--- src/rtl/regfile_pkg.sv ---
// regfile_pkg: address-region decode shared by the regfile write decode and read mux.
//   region_e   - class of a register address (ZERO, BTN, SW, EXT, OUT, GP)
//   region_of  - maps an address to its region given the layout parameters
//   layout_ok  - elaboration check that regions are disjoint, skip r0 and fit in NREGS
package regfile_pkg;
  typedef enum logic [2:0] {ZERO, BTN, SW, EXT, OUT, GP} region_e;
  function automatic region_e region_of(input int addr, btn_base, num_btn, sw_base,
                                        ext_base, num_ext, out_base, num_out);
    if (addr == 0) return ZERO;
    if (addr >= btn_base && addr < btn_base + num_btn) return BTN;
    if (addr == sw_base) return SW;
    if (addr >= ext_base && addr < ext_base + num_ext) return EXT;
    if (addr >= out_base && addr < out_base + num_out) return OUT;
    return GP;
  endfunction
  function automatic bit layout_ok(input int nregs, btn_base, num_btn, sw_base,
                                   ext_base, num_ext, out_base, num_out);
    int b [4];
    int n [4];
    b = '{btn_base, sw_base, ext_base, out_base};
    n = '{num_btn, 1, num_ext, num_out};
    for (int i = 0; i < 4; i++) begin
      if (n[i] > 0 && (b[i] < 1 || b[i] + n[i] > nregs)) return 0;
      for (int j = i + 1; j < 4; j++)
        if (n[i] > 0 && n[j] > 0 && b[i] < b[j] + n[j] && b[j] < b[i] + n[i]) return 0;
    end
    return 1;
  endfunction
endpackage

--- src/rtl/io_mapped_regfile_btn_debounce.sv ---
// btn_debounce: one button channel - 2-flop synchroniser, stability counter, level, rise pulse.
//   clk_i   clock            rst_ni  synchronous active-low reset
//   btn_i   raw button       level_o debounced level
//   rise_o  1-cycle pulse in the cycle the level is high for the first time
//   set_o   combinational: the level rises at the coming edge (feeds the sticky flag)
module btn_debounce #(
  parameter int DEB_CYCLES = 250000
) (
  input  logic clk_i,
  input  logic rst_ni,
  input  logic btn_i,
  output logic level_o,
  output logic rise_o,
  output logic set_o
);
  localparam int DEB_W = $clog2(DEB_CYCLES);
  logic s1_q, s2_q, level_q, rise_q, acc;
  logic [DEB_W-1:0] cnt_q, cnt_d;
  assign acc = (s2_q != level_q) && (cnt_q == DEB_W'(DEB_CYCLES - 1));
  assign cnt_d = (s2_q == level_q || acc) ? '0 : cnt_q + 1'b1;
  assign set_o = acc & s2_q;
  assign level_o = level_q;
  assign rise_o = rise_q;
  always_ff @(posedge clk_i) begin
    if (!rst_ni) begin
      s1_q <= 1'b0;
      s2_q <= 1'b0;
      cnt_q <= '0;
      level_q <= 1'b0;
      rise_q <= 1'b0;
    end else begin
      s1_q <= btn_i;
      s2_q <= s1_q;
      cnt_q <= cnt_d;
      level_q <= acc ? s2_q : level_q;
      rise_q <= set_o;
    end
  end
endmodule

--- src/rtl/io_mapped_regfile.sv ---
// io_mapped_regfile: 2-read/1-write register file with memory-mapped buttons, switches,
// external words and exposed output registers.
//   clock, ctrl_reset_n (sync, active-low)
//   ctrl_writeEnable/ctrl_writeReg/data_writeReg   write port
//   ctrl_readRegA/B -> data_readRegA/B              combinational read ports
//   btn_in, sw_in, ext_in                           board inputs
//   out_regs (r[OUT_BASE..] flat), btn_press (rise pulses), wr_err (read-only write pulse)
// Optional REGFILE_BYPASS_EN: forward write data to a read port addressing the same
// writable register in the same cycle.
module io_mapped_regfile
  import regfile_pkg::*;
#(
  parameter int DATA_W     = 32,
  parameter int ADDR_W     = 5,
  parameter int NUM_BTN    = 5,
  parameter int BTN_BASE   = 1,
  parameter int SW_W       = 16,
  parameter int SW_BASE    = 6,
  parameter int NUM_EXT    = 2,
  parameter int EXT_BASE   = 8,
  parameter int NUM_OUT    = 5,
  parameter int OUT_BASE   = 11,
  parameter int DEB_CYCLES = 250000
) (
  input  logic                        clock,
  input  logic                        ctrl_reset_n,
  input  logic                        ctrl_writeEnable,
  input  logic [ADDR_W-1:0]           ctrl_writeReg,
  input  logic [DATA_W-1:0]           data_writeReg,
  input  logic [ADDR_W-1:0]           ctrl_readRegA,
  input  logic [ADDR_W-1:0]           ctrl_readRegB,
  output logic [DATA_W-1:0]           data_readRegA,
  output logic [DATA_W-1:0]           data_readRegB,
  input  logic [NUM_BTN-1:0]          btn_in,
  input  logic [SW_W-1:0]             sw_in,
  input  logic [NUM_EXT*DATA_W-1:0]   ext_in,
  output logic [NUM_OUT*DATA_W-1:0]   out_regs,
  output logic [NUM_BTN-1:0]          btn_press,
  output logic                        wr_err
);
  localparam int NREGS = 2 ** ADDR_W;
  if (!layout_ok(NREGS, BTN_BASE, NUM_BTN, SW_BASE, EXT_BASE, NUM_EXT, OUT_BASE, NUM_OUT)) begin : g_bad_layout
    $error("io_mapped_regfile: address regions overlap, include r0 or exceed NREGS-1");
  end
  if (SW_W > DATA_W || DEB_CYCLES < 2) begin : g_bad_param
    $error("io_mapped_regfile: SW_W > DATA_W or DEB_CYCLES < 2");
  end
  logic [DATA_W-1:0] mem_q [NREGS];
  logic [DATA_W-1:0] rd_val [NREGS];
  logic [DATA_W-1:0] ext_q [NUM_EXT];
  logic [SW_W-1:0] sw_s1_q, sw_q;
  logic [NUM_BTN-1:0] level, set, press, sticky_q, sticky_d;
  logic wr_err_q, wr_err_d, wr_ok;
  region_e wr_rg;
  assign wr_rg = region_of(int'(ctrl_writeReg), BTN_BASE, NUM_BTN, SW_BASE, EXT_BASE, NUM_EXT, OUT_BASE, NUM_OUT);
  assign wr_ok = ctrl_writeEnable && (wr_rg == OUT || wr_rg == GP);
  assign wr_err_d = ctrl_writeEnable && (wr_rg == SW || wr_rg == EXT);
  for (genvar i = 0; i < NUM_BTN; i++) begin : g_btn
    btn_debounce #(.DEB_CYCLES(DEB_CYCLES)) u_deb (
      .clk_i  (clock),
      .rst_ni (ctrl_reset_n),
      .btn_i  (btn_in[i]),
      .level_o(level[i]),
      .rise_o (press[i]),
      .set_o  (set[i])
    );
    // a rise in the same cycle as a clearing write keeps the flag set
    assign sticky_d[i] = set[i] | (sticky_q[i] & ~(ctrl_writeEnable && ctrl_writeReg == ADDR_W'(BTN_BASE + i)));
  end
  always_ff @(posedge clock) begin
    if (!ctrl_reset_n) begin
      for (int a = 0; a < NREGS; a++) mem_q[a] <= '0;
      for (int j = 0; j < NUM_EXT; j++) ext_q[j] <= '0;
      sw_s1_q <= '0;
      sw_q <= '0;
      sticky_q <= '0;
      wr_err_q <= 1'b0;
    end else begin
      if (wr_ok) mem_q[ctrl_writeReg] <= data_writeReg;
      for (int j = 0; j < NUM_EXT; j++) ext_q[j] <= ext_in[j*DATA_W +: DATA_W];
      sw_s1_q <= sw_in;
      sw_q <= sw_s1_q;
      sticky_q <= sticky_d;
      wr_err_q <= wr_err_d;
    end
  end
  for (genvar a = 0; a < NREGS; a++) begin : g_rd
    localparam region_e RG = region_of(a, BTN_BASE, NUM_BTN, SW_BASE, EXT_BASE, NUM_EXT, OUT_BASE, NUM_OUT);
    if (RG == BTN) begin : g_b
      assign rd_val[a] = DATA_W'({sticky_q[a-BTN_BASE], level[a-BTN_BASE]});
    end else if (RG == SW) begin : g_s
      assign rd_val[a] = DATA_W'(sw_q);
    end else if (RG == EXT) begin : g_e
      assign rd_val[a] = ext_q[a-EXT_BASE];
    end else if (RG == OUT || RG == GP) begin : g_w
      assign rd_val[a] = mem_q[a];
    end else begin : g_z
      assign rd_val[a] = '0;
    end
  end
  for (genvar k = 0; k < NUM_OUT; k++) begin : g_out
    assign out_regs[k*DATA_W +: DATA_W] = mem_q[OUT_BASE+k];
  end
`ifdef REGFILE_BYPASS_EN
  assign data_readRegA = (wr_ok && ctrl_readRegA == ctrl_writeReg) ? data_writeReg : rd_val[ctrl_readRegA];
  assign data_readRegB = (wr_ok && ctrl_readRegB == ctrl_writeReg) ? data_writeReg : rd_val[ctrl_readRegB];
`else
  assign data_readRegA = rd_val[ctrl_readRegA];
  assign data_readRegB = rd_val[ctrl_readRegB];
`endif
  assign btn_press = press;
  assign wr_err = wr_err_q;
endmodule
--- config.mk ---
export PLATFORM = sky130hd
export DESIGN_NAME = io_mapped_regfile
export DESIGN_NICKNAME = d
export VERILOG_FILES = /design/src/rtl/regfile_pkg.sv /design/src/rtl/io_mapped_regfile_btn_debounce.sv /design/src/rtl/io_mapped_regfile.sv
export SDC_FILE = /design/constraint.sdc
export NUM_CORES = 2
export LEC_CHECK = 0
export BUFFER_PORTS_ARGS = -buffer_cell sky130_fd_sc_hd__buf_2
export CAP_MARGIN = 25
export CORE_ASPECT_RATIO = 0.7
export CORE_MARGIN = 2
export CORE_UTILIZATION = 65
export CTS_BUF_LIST = sky130_fd_sc_hd__clkbuf_4
export CTS_CLUSTER_SIZE = 12
export DETAILED_ROUTE_END_ITERATION = 8
export PLACE_DENSITY_LB_ADDON = 0.15
export SYNTH_ARGS = -nofsm -noshare
export SYNTH_HDL_FRONTEND = slang
export SYNTH_SLANG_ARGS = --single-unit
--- constraint.sdc ---
create_clock -name clock -period 9.63 [get_ports clock]
set_input_delay 0 -clock clock [delete_from_list [all_inputs] [get_ports clock]]
set_output_delay 0 -clock clock [all_outputs]
set_load 0.01 [all_outputs]
[Word level (Yosys, flattened, before mapping)]
Memories as Yosys holds them, arrays and structs flattened.
Index checks and enable logic that the tools add are counted.
Operators by class
  add/subtract/negate cells: 5
  multiply operators: 0
  divide/modulo/power cells: 0
  $lt $le $gt $ge: 8
  eq/ne operators: 25
  shifts and indexed selects: 0
  multiplexer cells: 41
  bitwise gates (word level): 25
  reductions and logical operators: 29
Operators by type and width (number)
  binary-select mux 32 bit (select 5 bit): 2
  two-way mux 32 bit: 7
  adder 18 x 1 -> 18 bit (second input constant): 5
  == test 18 bit (second input constant): 5
  OR reduction 32 bit: 1
  two-way mux 3 bit: 10
  two-way mux 1 bit: 21
  logical AND 1 bit: 15
  greater-or-equal comparator 6 bit (second input constant): 2
  inverter 5 -> 6 bit: 2
  bitwise AND 1 bit: 10
  == test 5 x 2 -> 1 bit (second input constant): 2
  == test 5 x 3 -> 1 bit (second input constant): 2
  greater-or-equal comparator 5 x 4 -> 1 bit (second input constant): 2
  OR reduction 2 bit: 5
  logical OR 1 bit: 7
  bitwise OR 1 bit: 7
  == test 3 x 2 -> 1 bit (second input constant): 2
  == test 3 bit (second input constant): 2
  inverter 1 bit: 6
  == test 1 bit: 5
  == test 5 x 1 -> 1 bit (second input constant): 1
  == test 5 x 4 -> 1 bit (second input constant): 1
  greater-or-equal comparator 5 x 1 -> 1 bit (second input constant): 1
  other kinds (6): 10
Storage, ports and cells
  register bits: 148
  latch bits: 0
  bits in writable memories: 1088
  ROM bits: 0
  bits of input ports: 135
  output and inout bits: 230
  word-level logic and storage cells: 164
  memories: 2
Memories
  mem_q: words 32, bits a word 32, read ports 23, clocked after Yosys merged registers in 0, wr ports 32, line io_mapped_regfile.sv:48  | logic [DATA_W-1:0] mem_q [NREGS];
  ext_q: words 2, bits a word 32, read ports 2, clocked after Yosys merged registers in 0, wr ports 2, line io_mapped_regfile.sv:50  | logic [DATA_W-1:0] ext_q [NUM_EXT];

[Depth between registers and ports, before layout]
  word-level depth: 26
  gate-level depth with buffers: 9
  gate-level depth less buffers: 5

[Cells and area by module]
Synthesis repeated with hierarchy kept, for this count alone.
Second synthesis, totals
  cells, all modules: 3604
  area total of the unflattened synthesis: 49193.4 um2
By module, submodules not included
  io_mapped_regfile: instances 1, cells each 3059, area an instance 44388.8 um2, seq. area each 24143.2 um2
  btn_debounce: instances 5, cells each 109, area an instance 960.9 um2, seq. area each 440.4 um2

[Least setup slack after synthesis]
OpenSTA, ideal clock, no wires.
  kind: input to register
  from: input port ctrl_writeReg[4]
  to: memory mem_q[12][0], enable pin
  setup time: 0.466 ns
  data arrival time: 3.102 ns
  required time: 9.164 ns
  path slack: 6.062 ns
  stages: 5
  buffers on the path: 2
  cells stage by stage: buf_2 > nor2_1 > or4_1 > buf_2 > o21ai_0
RTL lines
  start, declared: line io_mapped_regfile.sv:28  | input logic [ADDR_W-1:0] ctrl_writeReg,
  end, declared: line io_mapped_regfile.sv:48

[Worst setup path after layout]
  from: input port ctrl_readRegA[1]
  to: output port data_readRegA[3]
Between the ends
  longest elaborated chain between the ends: 4
Ends and longest elaborated chain
  start, declared: line io_mapped_regfile.sv:30  | input logic [ADDR_W-1:0] ctrl_readRegA,
  inverter 5 -> 6 bit (implied by the code): line io_mapped_regfile.sv:108  | assign data_readRegA = rd_val[ctrl_readRegA];
  binary-select mux 32 bit (select 5 bit): line io_mapped_regfile.sv:108
  two-way mux 32 bit (implied by the code) (2 in a row): line io_mapped_regfile.sv:108
  end, declared: line io_mapped_regfile.sv:32  | output logic [DATA_W-1:0] data_readRegA,
No other way between the ends. The select of a mux whose other input is x is not followed.

==> metrics.txt <==
status=completed; Max-Cap Viols=0; FF+latch count, synth=948; global-route wire length before repair=237000 µm; Post-Syn Instances=3708; vias in the first global route=36800; CP required=between 9 and 10 ns; Comb power frac=13.1%; DR WL/cell=30.5 µm; worst skew pair latency=1.15 ns; synth warn=0; crit start category=input port; initial DRC count=5087; depth of the CTS H-tree=4; Post-synth EDFFs=736; Fin Hold WS=0.119 ns; filler instances=4636; Pint=a little under 7000 µW; Fin. Hold Viols=0; DRC Markers=0; area delta synth->final=16.1%; Slew HR=24.7%; Final ANT Viol Nets=0; asr flop ratio synth=0%; Layout Skew=about 0.042 ns; CTS tree=done; share of cells above drive strength 1=28.5%; commonest cells after routing, fill and taps aside=850 x and2_1, 736 x edfxtp_1, 357 x buf_2; Core ar.=between 0.07 and 0.08 mm²; Root Buffer=clkbuf_4; global route total overflow=0; Final setup viols=0; post-layout util=~76%; Netlist Area Pre-Place=0.0495 mm²; clk sinks=between 900 and 1000; Initial Utilization=65.8%; vias per std cell=6.77; Sequential Power Share=50.4%; wirelength, routed=165000 µm; Switching Power=2500 µW; post-DP HPWL=97600 µm; CP endpoint kind=output port; Setup WS post-layout=6.10 ns; Worst Max-Slew Pin Slew=1.13 ns; net switching fraction of the power=26.8%; Reg area=0.0263 mm²; final net count=about 4300; GRT Overall Usage=41.9%; CP max FO=56; I/O Buffers=364; Leak=0.0212 µW; Max Clk Rate=0.284 GHz; syn nets=about 3800; Final min period=3.53 ns; Max Slew Vio Count=0; Hold Crit Class=input port to register; largest net degree at the start of global routing=approximately 110; GP Congestion=0.916; std cell rows=84; clock share of power=36.5%; syn avg cell area=13.3 µm²; Die Wd=about 330 µm; Main synth FF type=edfxtp_1; clock buffer depth=3; I/O pins=365; post-place setup slack=5.50 ns; Max VDD drop=0.000112 V; cts bufs inserted=222; Die H=235 µm; vias=36500; power per standard cell area=163 mW/mm²; CP arrival=3.53 ns; Clock transition at path regs=0.07 ns; initial antenna violation count=6; Worst Path Class, Setup=input port to output port; TritonRoute pass-1 iters=6; multi-input logic area=around 0.021 mm²; RSZ-0062 raised after global routing=false; setup tns final=0 ns; period utilization=between 30% and 40%; Synth cell types=66; die area=0.0784 mm²; post-CTS setup buffers=0; most common cell after layout, fill and taps aside=and2_1; register area share after synthesis=53.2%
-- worst max-delay path, cell delays in order --
cell,delay [ns]
buf_4,0.69
nand2_2,0.69
buf_4,0.54
nor2_1,0.52
buf_4,0.31
a221oi_1,0.13
nor3_1,0.33
buf_2,0.19
-- layer usage --
layer  track usage [%]  up-vias  routed length, µm
met5             0.547        -                  0
met1              53.2    17900              55800
met2              63.6     2988              74900
met3              10.3      702              20900
li1                  -    15000                  -
met4              29.9        0              13100
-- timing repair --
action / CTS / global route
gates resized for setup: 0 / 0
setup endpoints to repair: 0 / 0
hold buffers: 337 / 0
endpoints found under the hold margin: 933 / 0
-- cells by family (layout without fill, tap and decap cells) --
family                     count (synthesis)  after routing  share of synthesized area (%)
DFF                                      948            948                           53.2
AOI/OAI and AO/OA                        370            370                           5.25
xor gates and xnor gates                  59             59                           1.04
buffers and inverters                    510           1198                           5.59
other                                      0             11                              0
and+or+nand+nor                         1237           1237                           15.0
adders and majority gates                  5              5                          0.126
muxes                                    579            579                           19.8
-- synthesized netlist by cell type, types with 22 or more instances --
cell type | number | area [µm²]
nand2_1 | 37 | 139
edfxtp_1 | 736 | 22100
xor2_1 | 36 | 315
nor2_1 | 100 | 375
nand3_1 | 56 | 280
a221oi_1 | 61 | 534
a21oi_1 | 76 | 380
clkbuf_1 | 236 | 886
o221ai_1 | 60 | 526
nand4_1 | 22 | 138
buf_2 | 43 | 215
buf_4 | 191 | 1430
and2_1 | 851 | 5320
o22ai_1 | 64 | 400
nor3_1 | 42 | 210
dfxtp_1 | 212 | 4240
xnor2_1 | 23 | 201
mux4_2 | 312 | 7030
o21ai_0 | 40 | 200
mux2i_1 | 190 | 1900
mux2_2 | 77 | 867
-- metrics by stage --
step           total power, µW  cells  area [µm²]
6_report                  9360   5396       57500
4_1_cts                   9300   5373       57200
3_5_place_dp              5870   4625       50900
5_1_grt                   9620   5393       57400
3_3_place_gp              5830   4614       50600
2_1_floorplan             5470   3708       49500
-- registers in the layout (all words and copies together) (netlist names) --
| register | flops |
|---|---|
| g_btn.u_deb.rise_o | 5 |
| g_btn.u_deb.s1_q | 5 |
| ext_q | 64 |
| g_btn.u_deb.s2_q | 5 |
| wr_err | 1 |
| mem_q | 736 |
| g_btn.u_deb.cnt_q | 90 |
| sticky_q | 5 |
| sw_q | 16 |
| sw_s1_q | 16 |
| g_btn.u_deb.level_o | 5 |
-- layout make-up --
cell class / instances / share of cell area, %
multi-input combinational: 2250 / 36.2
timing repair buffer: 770 / 10.5
antenna: 11 / 0.0479
sequential: 948 / 45.9
clock buffer: 343 / 4.48
inverter: 17 / 0.111
tap: 989 / 2.15
clock inverter: 68 / 0.647
-- path summary, 6_finish.rpt --
check,startpoint,endpoint,slack (ns),cells after the start
max,ctrl_readRegA[1],data_readRegA[3],6.10,8
min reg2reg,sw_s1_q[11],sw_q[11],0.42,1
max reg2reg,g_btn[1].u_deb.cnt_q[0],sticky_q[1],6.87,6
min,ctrl_reset_n,g_btn[3].u_deb.cnt_q[1],0.12,4
-- power groups by stage --
stage | registers (µW) | logic [µW] | clock network [µW]
after floorplan | 4760 | 717 | 0
after global placement | 4780 | 1060 | 0
after detailed placement | 4800 | 1080 | 0
after CTS | 4710 | 1190 | 3410
after global routing | 4730 | 1260 | 3630
final | 4710 | 1220 | 3420
No activity file was read; power rests on OpenSTA's default activity.
